$ cat src/rtl/evt_counter_pkg.sv
// rtl/evt_counter_pkg.sv - shared mode enum and default width for the event counter bank
package evt_counter_pkg;

   localparam int EVT_WIDTH_DEFAULT = 32;
   localparam int EVT_CHANNELS_MAX  = 16;

   typedef enum logic {
      EVT_MODE_WRAP = 1'b0,
      EVT_MODE_SAT  = 1'b1
   } evt_mode_e;

endpackage

$ cat src/rtl/evt_counter_chan.sv
// rtl/evt_counter_chan.sv - one event counter channel with wrap/saturate terminal behaviour
module evt_counter_chan
   import evt_counter_pkg::*;
#(
   parameter int WIDTH = EVT_WIDTH_DEFAULT
) (
   input  logic             clk_in,
   input  logic             rst_in,
   input  logic             evt_in,
   input  logic             clr_in,
   input  logic             en_in,
   input  logic             mode_in,
   input  logic [WIDTH-1:0] max_count_in,
   output logic [WIDTH-1:0] count_out,
   output logic             wrap_out,
   output logic             sat_out
);

   localparam logic [WIDTH-1:0] ONE = {{(WIDTH-1){1'b0}}, 1'b1};

   logic [WIDTH-1:0] r_count;
   logic             r_wrap;

   logic [WIDTH-1:0] w_term;
   logic             w_at_term;
   logic             w_over;
   logic             w_evt;
   evt_mode_e        w_mode;
   logic [WIDTH-1:0] w_count_nxt;
   logic             w_wrap_nxt;

   // M = 0 underflows to all-ones, which gives the full 2^WIDTH count range
   assign w_term    = max_count_in - ONE;
   assign w_at_term = (r_count == w_term);
   assign w_over    = (r_count > w_term);
   assign w_evt     = evt_in & en_in;
   assign w_mode    = evt_mode_e'(mode_in);

   // Next count in priority order: clear, out-of-range recovery, event, hold
   always_comb begin
      w_count_nxt = r_count;
      w_wrap_nxt  = 1'b0;
      if (clr_in) begin
         w_count_nxt = '0;
      end else if (w_over) begin
         // M was lowered under the current count: restart silently
         w_count_nxt = '0;
      end else if (w_evt) begin
         if (!w_at_term) begin
            // r_count < T here, so the increment cannot overflow WIDTH bits
            w_count_nxt = r_count + ONE;
         end else if (w_mode == EVT_MODE_WRAP) begin
            w_count_nxt = '0;
            w_wrap_nxt  = 1'b1;
         end
      end
   end

   // Count and wrap pulse registers, cleared immediately by reset
   always_ff @(posedge clk_in or posedge rst_in) begin
      if (rst_in) begin
         r_count <= '0;
         r_wrap  <= 1'b0;
      end else begin
         r_count <= w_count_nxt;
         r_wrap  <= w_wrap_nxt;
      end
   end

   assign count_out = r_count;
   assign wrap_out  = r_wrap;
   // Saturation level follows the live mode and modulus, not a registered copy
   assign sat_out   = (w_mode == EVT_MODE_SAT) && w_at_term;

endmodule

$ cat src/rtl/evt_counter_bank.sv
// rtl/evt_counter_bank.sv - bank of independent event counter channels
module evt_counter_bank
   import evt_counter_pkg::*;
#(
   parameter int WIDTH    = EVT_WIDTH_DEFAULT,
   parameter int CHANNELS = 4
) (
   input  logic                      clk_in,
   input  logic                      rst_in,
   input  logic [CHANNELS-1:0]       evt_in,
   input  logic [CHANNELS-1:0]       clr_in,
   input  logic [CHANNELS-1:0]       en_in,
   input  logic [CHANNELS-1:0]       mode_in,
   input  logic [CHANNELS*WIDTH-1:0] max_count_in,
   output logic [CHANNELS*WIDTH-1:0] count_out,
   output logic [CHANNELS-1:0]       wrap_out,
   output logic [CHANNELS-1:0]       sat_out
);

   // Each channel owns its own slice of every bus; nothing is shared between them
   for (genvar g = 0; g < CHANNELS; g++) begin : g_chan
      evt_counter_chan #(
         .WIDTH(WIDTH)
      ) u_chan (
         .clk_in       (clk_in),
         .rst_in       (rst_in),
         .evt_in       (evt_in[g]),
         .clr_in       (clr_in[g]),
         .en_in        (en_in[g]),
         .mode_in      (mode_in[g]),
         .max_count_in (max_count_in[g*WIDTH +: WIDTH]),
         .count_out    (count_out[g*WIDTH +: WIDTH]),
         .wrap_out     (wrap_out[g]),
         .sat_out      (sat_out[g])
      );
   end

endmodule
$ cat config.mk
export PLATFORM = sky130hd
export DESIGN_NAME = evt_counter_bank
export DESIGN_NICKNAME = d
export VERILOG_FILES = /design/src/rtl/evt_counter_pkg.sv /design/src/rtl/evt_counter_chan.sv /design/src/rtl/evt_counter_bank.sv
export SDC_FILE = /design/constraint.sdc
export NUM_CORES = 1
export LEC_CHECK = 0
export ABC_AREA = 1
export CAP_MARGIN = 10
export CORE_MARGIN = 5
export CORE_UTILIZATION = 40
export CTS_CLUSTER_DIAMETER = 80
export DETAILED_ROUTE_END_ITERATION = 6
export SYNTH_ARGS = -nofsm -noshare
export SYNTH_HDL_FRONTEND = slang
export SYNTH_SLANG_ARGS = --single-unit
$ cat constraint.sdc
create_clock -name clk_in -period 9.1 [get_ports clk_in]
set_input_delay 1.82 -clock clk_in [delete_from_list [all_inputs] [get_ports clk_in]]
set_output_delay 1.82 -clock clk_in [all_outputs]
set_load 0.05 [all_outputs]
==> results of run 1 <==
[through the flow]
| step | hold slack [ps] | area, sq um | setup slack [ps] | total power, mW |
|---|---|---|---|---|
| 6_report | 575 | 18900 | 1630 | 1.69 |
| 2_1_floorplan | 785 | 15100 | 3100 | 0.815 |
| 5_1_grt | 621 | 18900 | 1310 | 1.77 |
| 3_3_place_gp | 553 | 18300 | 1670 | 0.951 |
| 4_1_cts | 579 | 18900 | 1580 | 1.71 |
| 3_5_place_dp | 562 | 18300 | 1590 | 0.957 |
[per-layer routing]
| metal | global-route usage | vias to the layer above | routed length (um) |
|---|---|---|---|
| met5 | 0 | - | 0 |
| met4 | 0.0529 | 0 | 821 |
| met3 | 0.0313 | 62 | 2520 |
| met2 | 0.372 | 400 | 22000 |
| met1 | 0.299 | 7239 | 21300 |
| li1 | - | 8063 | - |
[power by group]
part / leakage, nW / internal [mW] / switching, mW
sequential: 1.84 / 0.595 / 0.0169
combinational: 6.31 / 0.135 / 0.198
clock: 0.297 / 0.450 / 0.295
total: 8.45 / 1.18 / 0.509
[cell usage after synthesis (6+ instances only)]
library cell,n,share of area
nor3_2,15,0.0099
buf_2,34,0.011
a21oi_1,63,0.021
buf_6,6,0.0045
inv_1,208,0.052
nand4_1,59,0.024
nand3_1,201,0.066
buf_4,12,0.0060
xor2_1,131,0.076
o21ai_0,22,0.0073
nand2_1,680,0.17
nor4_1,7,0.0029
clkbuf_1,6,0.0015
nor2_1,405,0.10
nor3_1,64,0.021
nand2_2,19,0.0079
ha_1,136,0.11
xnor2_1,81,0.047
inv_2,12,0.0030
dfrtp_1,132,0.22
nor2_2,20,0.0083
nor2_4,12,0.0089
[registers in the layout, summed over array words and instances, names as in the netlist]
name                     count
g_chan.u_chan.count_out    128
g_chan.u_chan.wrap_out       4
[logic make-up after synthesis]
kind of cell | count (synthesis)
AND/OR/NAND/NOR | 1511
AO/OA/AOI/OAI | 95
buffers and inverters | 278
adder cells (fa/ha/maj) | 136
flip-flops | 132
XOR/XNOR | 212
[final timing paths]
path | startpoint | to | slack, ps | cells after the start
max in group asynchronous | rst_in | g_chan[2].u_chan.count_out[31] | 5920 | 3
max | max_count_in[0] | sat_out[0] | 1630 | 19
max reg2reg | g_chan[3].u_chan.count_out[7] | g_chan[3].u_chan.count_out[7] | 5900 | 9
min reg2reg | g_chan[1].u_chan.count_out[31] | g_chan[1].u_chan.count_out[31] | 580 | 2
min | g_chan[1].u_chan.count_out[31] | g_chan[1].u_chan.count_out[31] | 580 | 2
min in group asynchronous | rst_in | g_chan[0].u_chan.count_out[0] | 1840 | 2
[worst max-delay path: stages]
cell and delay, ps:
clkdlybuf4s50_1 400, inv_1 120, ha_1 200, nand3b_1 160, nor2_2 200, nand2_2 90, inv_2 80, nand3_1 120
or2_1 280, nor3_2 140, xor2_1 100, ha_1 270, nand2_1 60, nor2_1 140, nand2_1 110, nor2_1 240
nand2_1 150, nor2_2 130, clkdlybuf4s50_1 810
[final cells by class]
type | instances | area [sq um] | area share
timing repair buffer | 289 | 2870 | 0.152
multi-input combinational | 1954 | 10700 | 0.563
clock buffer | 19 | 453 | 0.0239
clock inverter | 13 | 170 | 0.00899
tap | 511 | 639 | 0.0338
sequential | 132 | 3300 | 0.175
inverter | 220 | 831 | 0.0439
==> results.cfg, run 1 <==
[synth]
synth_seq_cells = 132
synth_fa_ha_area_frac = 0.112
ys_async_sr_fraction = 1.00
synth-xor-area-share = 0.123
synth_edf_count = 0
netlist_instances = 2364
muxShareOfSynthArea = 0
syn_nets = 2646
yosys.area_share.simple = 0.436
yosysSeqAreaShare = 0.218
synth_top_family_by_area = simple AND/OR/NAND/NOR gates
yosysWarningCount = 0
synth_compound_area_frac = 0.0331
syn_area_sq_um = 15100
syn_avg_cell_area_sq_um = 6.40
synth_ff_type = dfrtp_1
synth_cell_types = 41

[global_routing]
antenna_found_initial = 0
grt_overflow = 0
track_usage = 0.220
grt_max_degree = 68
grt_pass1_vias = 15300
grt_first_pass_wirelength_um = 77000

[setup_path]
cp.required_ps = 7280
path_class = input port to output pin
worstPathMaxFanout = 4
endpoint_kind = output pin
worst-endpoint-arrival_ps = 5650
start_kind = input port

[route]
drt_first_pass_iters = 7
drtIter0Drc = 864
via_per_inst = 5.02
drc = 0
ant_nets = 0
finalWirelength_um = 46600
post_drt_wl_per_cell_um = 14.9
vias = 15800

[timing]
finClkSkew_ps = 12.2
worst_pin_slew_ps = 888
setup_viol_count_final = 0
setup_tns_ps = 0
hold_violations = 0
max_slew_margin = 0.408
min_period_ps = 7470
period_share = 0.820
fmaxAchievable_ghz = 0.134
grt_setup_unrepaired = no
maxSlewViolCount = 0

[final_layout]
fin_util = 0.505
fillers = 3878
fin_cells = 3138
layout_commonest_cell = nand2_1
nets = 2896
num_antenna_cells = 0
syn_to_final_growth_pct = 25.0
layout_common_cells = 680 x nand2_1, 405 x nor2_1, 281 x clkdlybuf4s50_1
layout-drive-gt1-share = 0.0499

[floorplanning]
fp.dieW_um = 204
core_sq_um = 37500
die_h_um = 204
num_io_pins = 282
rows = 71
start_util = 0.404
fp.dieArea_sq_um = 41800

[clock_network]
clockRootBuffer = clkbuf_16
cts_tree = built
cts_num_sinks = 132
h-tree-depth = 4
clk_latency_ps = 430
clkTransAtPathRegs_ps = 70
postCtsHoldBufs = 0
cts_buffer_depth = 2
cts_buffers = 17
ctsResizeCount = 0
cts_setup_buffers = 0

[place]
io_buffers = 281
placedCellCount = 3106
gp_congestion = 0.944
dp_hpwl_um = 37100

[job]
drv_cap = 0

[power]
p_leak_nw = 8.45
vdd.ir_drop.worst_mv = 0.0919
p_per_area_nw_per_um2 = 89.3

[outcome]
status = finished, final reports clean

[hold_path]
hold_path.class = flop to flop
(Power assumes the default switching activity.)
==> run 2: changes to the inputs <==
--- a/config.mk
+++ b/config.mk
@@ -11,6 +11,7 @@
 export CORE_UTILIZATION = 40
 export CTS_CLUSTER_DIAMETER = 80
 export DETAILED_ROUTE_END_ITERATION = 6
+export PLACE_DENSITY = 0.66
 export SYNTH_ARGS = -nofsm -noshare
 export SYNTH_HDL_FRONTEND = slang
 export SYNTH_SLANG_ARGS = --single-unit
==> constraint.sdc (replaced) <==
create_clock -name clk_in -period 6.75 [get_ports clk_in]
set_input_delay 1.35 -clock clk_in [delete_from_list [all_inputs] [get_ports clk_in]]
set_output_delay 1.35 -clock clk_in [all_outputs]
set_load 0.05 [all_outputs]
==> results.cfg, run 2 (same netlist as run 1, synthesis figures left out) <==
[outcome]
status = finished, final reports clean

[final_layout]
fin_cells = 3138
fillers = 3844
syn_to_final_growth_pct = 25.0
layout-drive-gt1-share = 0.0499
fin_area_sq_um = 18900
multi_input_area_sq_um = 10700
largest_reg_flops = 128
nets = 2897
num_antenna_cells = 0
seq_area_sq_um = 3300
layout_common_cells = 680 x nand2_1, 405 x nor2_1, 278 x clkdlybuf4s50_1
layout_commonest_cell = nand2_1

[setup_path]
endpoint_kind = output pin
cp.required_ps = 5400
worst-endpoint-arrival_ps = 5050
r2r_start = g_chan[1].u_chan.count_out[13]
rr_endpoint = g_chan[1].u_chan.count_out[22]
crit_top_cell = inv_1
r2r_slack_ps = 3870
r2r_cells = 11
crit_chain = clkdlybuf4s50_1 > inv_1 > ha_1 > inv_1 > nor2_4 > nand2_2 > nor2_2 > nand2_2 > nor2_4 > nand3_2 > or2_1 > o21ai_1 > inv_1 > ha_1 > nand2_1 > nor2_1 > nand3b_1 > nor2_1 > nand2_1 > nor2_2 > clkdlybuf4s50_1
start_kind = input port
critical-path-max-stage-delay_ps = 820
worstPathMaxFanout = 4
slowest_stage = clkdlybuf4s50_1
path_class = input port to output pin

[floorplanning]
fp.dieW_um = 204
num_io_pins = 282
core_sq_um = 37500
die_h_um = 204
rows = 71
fp.dieArea_sq_um = 41800
start_util = 0.404

[timing]
setup_viol_count_final = 0
max_slew_margin = 0.418
finClkSkew_ps = 9.88
grt_setup_unrepaired = no
layout_setup_ws_ps = 351
worst_pin_slew_ps = 874
hold_violations = 0
period_share = 0.948
setup_tns_ps = 0
maxSlewViolCount = 0
min_period_ps = 6400
fmaxAchievable_ghz = 0.156

[clock_network]
h-tree-depth = 4
clockRootBuffer = clkbuf_16
cts_buffers = 17
cts_num_sinks = 132
clk_latency_ps = 440
clkTransAtPathRegs_ps = 60
cts_buffer_depth = 2
cts_tree = built

[global_routing]
track_usage = 0.228
grt_first_pass_wirelength_um = 78500
grt_max_degree = 68
grt_pass1_vias = 15300
antenna_found_initial = 0
grt_overflow = 0

[power]
vdd.ir_drop.worst_mv = 0.177
p_switching_uw = 668
p_leak_nw = 8.49
power.share.switching = 0.294
cell_internal_pwr_mw = 1.60
p_per_area_nw_per_um2 = 120
pwr-share-clk = 0.436
power_frac_comb = 0.200
seqPwrFrac = 0.364

[hold_path]
worstHoldStart = g_chan[0].u_chan.count_out[31]
hold_path_depth = 2
hold_path.class = flop to flop
whs_endpoint = g_chan[0].u_chan.count_out[31]

[place]
dp_hpwl_um = 38000
io_buffers = 281
placedCellCount = 3107
dp_slack_ps = 332
gp_congestion = 0.953
dpl_cell_area_sq_um = 18300

[route]
drt_first_pass_iters = 5
vias = 16000
drc = 0
drtIter0Drc = 1064
post_drt_wl_per_cell_um = 15.4
finalWirelength_um = 48200
via_per_inst = 5.10
ant_nets = 0

[job]
drv_cap = 0
-- run 2: worst max-delay path: cells and delay by family --
kind | cells | cell delay (ps)
AND/OR/NAND/NOR | 13 | 1660
AO/OA/AOI/OAI | 1 | 120
buffers and inverters | 5 | 1450
adder cells (fa/ha/maj) | 2 | 460
-- run 2: metal layers --
metal / track usage / share of wire / vias up
met5: 0 / 0 / -
met4: 0.0644 / 0.021 / 0
met3: 0.0316 / 0.049 / 72
met2: 0.382 / 0.47 / 457
met1: 0.308 / 0.46 / 7409
li1: - / - / 8060
-- run 2: what timing repair did --
action | in CTS | in global routing
hold endpoints to repair | 0 | 0
setup endpoints to repair | 0 | 2
hold buffers | 0 | 0
buffers inserted | 0 | 0
resized for setup | 0 | 2
-- run 2: power groups by stage --
stage | sequential (mW) | combinational (mW) | clock (mW)
final | 0.826 | 0.455 | 0.988
after global routing | 0.828 | 0.509 | 1.05
after CTS | 0.826 | 0.458 | 1.01
after detailed placement | 0.840 | 0.455 | 0
after global placement | 0.841 | 0.448 | 0
after floorplan | 0.870 | 0.229 | 0
-- run 2: metrics by stage --
stage               utilization  hold slack [ps]  power (mW)
detailed placement        0.488              583        1.30
floorplan                     -              785        1.10
global placement          0.488              563        1.29
global route              0.505              631        2.39
finish                    0.505              594        2.27
CTS                       0.504              598        2.30
-- run 2: layout make-up --
| cell class | count | share of cell area |
|---|---|---|
| multi-input cells | 1954 | 0.563 |
| flip-flops and latches | 132 | 0.175 |
| repair buffers | 290 | 0.152 |
| inverters | 220 | 0.0439 |
| well taps | 511 | 0.0338 |
| clock buffers | 22 | 0.0256 |
| clock inverters | 9 | 0.00668 |
-- run 2: worst max path at each step --
stage / start / endpoint / slack [ps] / depth (start not counted)
4_1_cts: max_count_in[96] / sat_out[3] / 310 / 21
2_1_floorplan: max_count_in[32] / sat_out[1] / 1690 / 20
6_report: max_count_in[32] / sat_out[1] / 350 / 21
3_3_place_gp: max_count_in[32] / sat_out[1] / 420 / 21
3_5_place_dp: max_count_in[96] / sat_out[3] / 330 / 21
5_1_grt: max_count_in[32] / sat_out[1] / 50 / 21
==> run 3: changes to the inputs <==
--- a/config.mk
+++ b/config.mk
@@ -11,7 +11,6 @@
 export CORE_UTILIZATION = 40
 export CTS_CLUSTER_DIAMETER = 80
 export DETAILED_ROUTE_END_ITERATION = 6
-export PLACE_DENSITY = 0.66
 export SYNTH_ARGS = -nofsm -noshare
 export SYNTH_HDL_FRONTEND = slang
 export SYNTH_SLANG_ARGS = --single-unit
==> constraint.sdc (replaced) <==
create_clock -name clk_in -period 7.8 [get_ports clk_in]
set_input_delay 1.56 -clock clk_in [delete_from_list [all_inputs] [get_ports clk_in]]
set_output_delay 1.56 -clock clk_in [all_outputs]
set_load 0.05 [all_outputs]
==> results.cfg, run 3 (same netlist as run 1, synthesis figures left out) <==
[timing]
min_period_ps = 6950
finClkSkew_ps = 15.0
setup_viol_count_final = 0
layout_setup_ws_ps = 853
period_share = 0.891
fmaxAchievable_ghz = 0.144
hold_violations = 0
setup_tns_ps = 0
maxSlewViolCount = 0
max_slew_margin = 0.401
worst_pin_slew_ps = 898
grt_setup_unrepaired = no

[floorplanning]
rows = 71
core_sq_um = 37500
die_h_um = 204
num_io_pins = 282
fp.dieW_um = 204
fp.dieArea_sq_um = 41800
start_util = 0.404

[route]
drtIter0Drc = 903
drc = 0
drt_first_pass_iters = 5
finalWirelength_um = 46500
via_per_inst = 5.02
post_drt_wl_per_cell_um = 14.8
ant_nets = 0
vias = 15800

[place]
dp_hpwl_um = 36900
dp_slack_ps = 817
io_buffers = 281
gp_congestion = 0.945

[setup_path]
timing.critical_path.buf_inv = 4
cp.required_ps = 6240
cp_top_family = simple AND/OR/NAND/NOR gates
path_class = input port to output pin
endpoint_kind = output pin
critical-path-max-stage-delay_ps = 820
crit_chain = clkdlybuf4s50_1 > inv_1 > ha_1 > nand3b_1 > nor2_2 > nand2_2 > inv_2 > nand3_1 > or2_1 > nor3_2 > xor2_1 > ha_1 > nand2_1 > nor2_1 > nand2_1 > nor2_1 > nand2_1 > nor2_2 > clkdlybuf4s50_1
start_kind = input port
worstPathMaxFanout = 4
slowest_stage = clkdlybuf4s50_1
crit_top_cell = nand2_1
worst-endpoint-arrival_ps = 5390

[clock_network]
cts_tree = built
h-tree-depth = 4
ctsResizeCount = 0
clk_latency_ps = 430
cts_buffers = 17
cts_buffer_depth = 2
cts_setup_buffers = 0
cts_num_sinks = 132
clockRootBuffer = clkbuf_16
postCtsHoldBufs = 0
clkTransAtPathRegs_ps = 70

[global_routing]
grt_pass1_vias = 15400
grt_overflow = 0
grt_max_degree = 68
antenna_found_initial = 0
grt_first_pass_wirelength_um = 76900
track_usage = 0.220

[final_layout]
layout-drive-gt1-share = 0.0502
fin_util = 0.506
nets = 2897
layout_common_cells = 680 x nand2_1, 405 x nor2_1, 281 x clkdlybuf4s50_1
num_antenna_cells = 0
multi_input_area_sq_um = 10700
seq_area_sq_um = 3300
layout_commonest_cell = nand2_1
fillers = 3852
syn_to_final_growth_pct = 25.3
largest_reg_flops = 128

[job]
drv_cap = 0

[outcome]
status = finished, final reports clean

[power]
p_per_area_nw_per_um2 = 106
vdd.ir_drop.worst_mv = 0.116
p_leak_nw = 8.48

[hold_path]
hold_path.class = flop to flop
==> run 3: cell types whose count changed in the layout (fill, tap and decap cells not counted) <==
cell / previous run / this run
clkbuf_8: 4 / 3
dlymetal6s2s_1: 2 / 0
clkbuf_1: 1 / 0
inv_6: 1 / 6
clkinv_4: 1 / 3
bufinv_16: 3 / 4
clkinvlp_4: 1 / 0
clkdlybuf4s50_1: 278 / 281
buf_4: 10 / 9
clkinv_2: 4 / 0
==> run 3: worst reg2reg max path, delay by kind of cell, from the launching register on <==
family | cells | cell delay [ps]
flops | 1 | 470
simple gates | 11 | 1960
fa+ha+maj | 1 | 340
buf+inv | 1 | 70
==> run 3: metal layers <==
metal / vias up / GRT usage / part of all wire
met2: 384 / 0.372 / 0.47
li1: 8084 / - / -
met5: - / 0 / 0
met1: 7231 / 0.297 / 0.47
met4: 0 / 0.0543 / 0.017
met3: 58 / 0.0309 / 0.047
==> run 3: area by class of cell <==
type                    instances  share of cell area
multi-input cells            1954               0.562
flip-flops and latches        132               0.174
repair buffers                290               0.152
inverters                     220              0.0438
well taps                     511              0.0337
clock buffers                  20              0.0246
clock inverters                12              0.0100
==> run 3: where the power goes <==
part / internal [mW] / total (mW) / switching, mW
clock network: 0.569 / 0.916 / 0.348
logic: 0.158 / 0.388 / 0.230
registers: 0.694 / 0.714 / 0.0201
total: 1.42 / 2.02 / 0.598
==> run 3: worst paths after layout <==
path                                                start                        endpoint  slack [ps]  depth (start not counted)
min                        g_chan[1].u_chan.count_out[31]  g_chan[1].u_chan.count_out[31]         570                          2
max in group asynchronous                          rst_in  g_chan[2].u_chan.count_out[27]        4880                          3
max                                       max_count_in[0]                      sat_out[0]         850                         19
min reg2reg                g_chan[1].u_chan.count_out[31]  g_chan[1].u_chan.count_out[31]         570                          2
min in group asynchronous                          rst_in   g_chan[0].u_chan.count_out[5]        1580                          2
max reg2reg                g_chan[3].u_chan.count_out[27]  g_chan[3].u_chan.count_out[14]        4830                         13
==> run 3: per-stage QoR <==
stage               total power [mW]  hold WS (ps)  instance area (sq um)  instances
floorplan                      0.951           785                  15100       2364
global placement                1.11           553                  18300       3107
detailed placement              1.12           568                  18300       3107
CTS                             2.04           585                  19000       3139
global route                    2.11           608                  19000       3139
finish                          2.02           574                  19000       3139
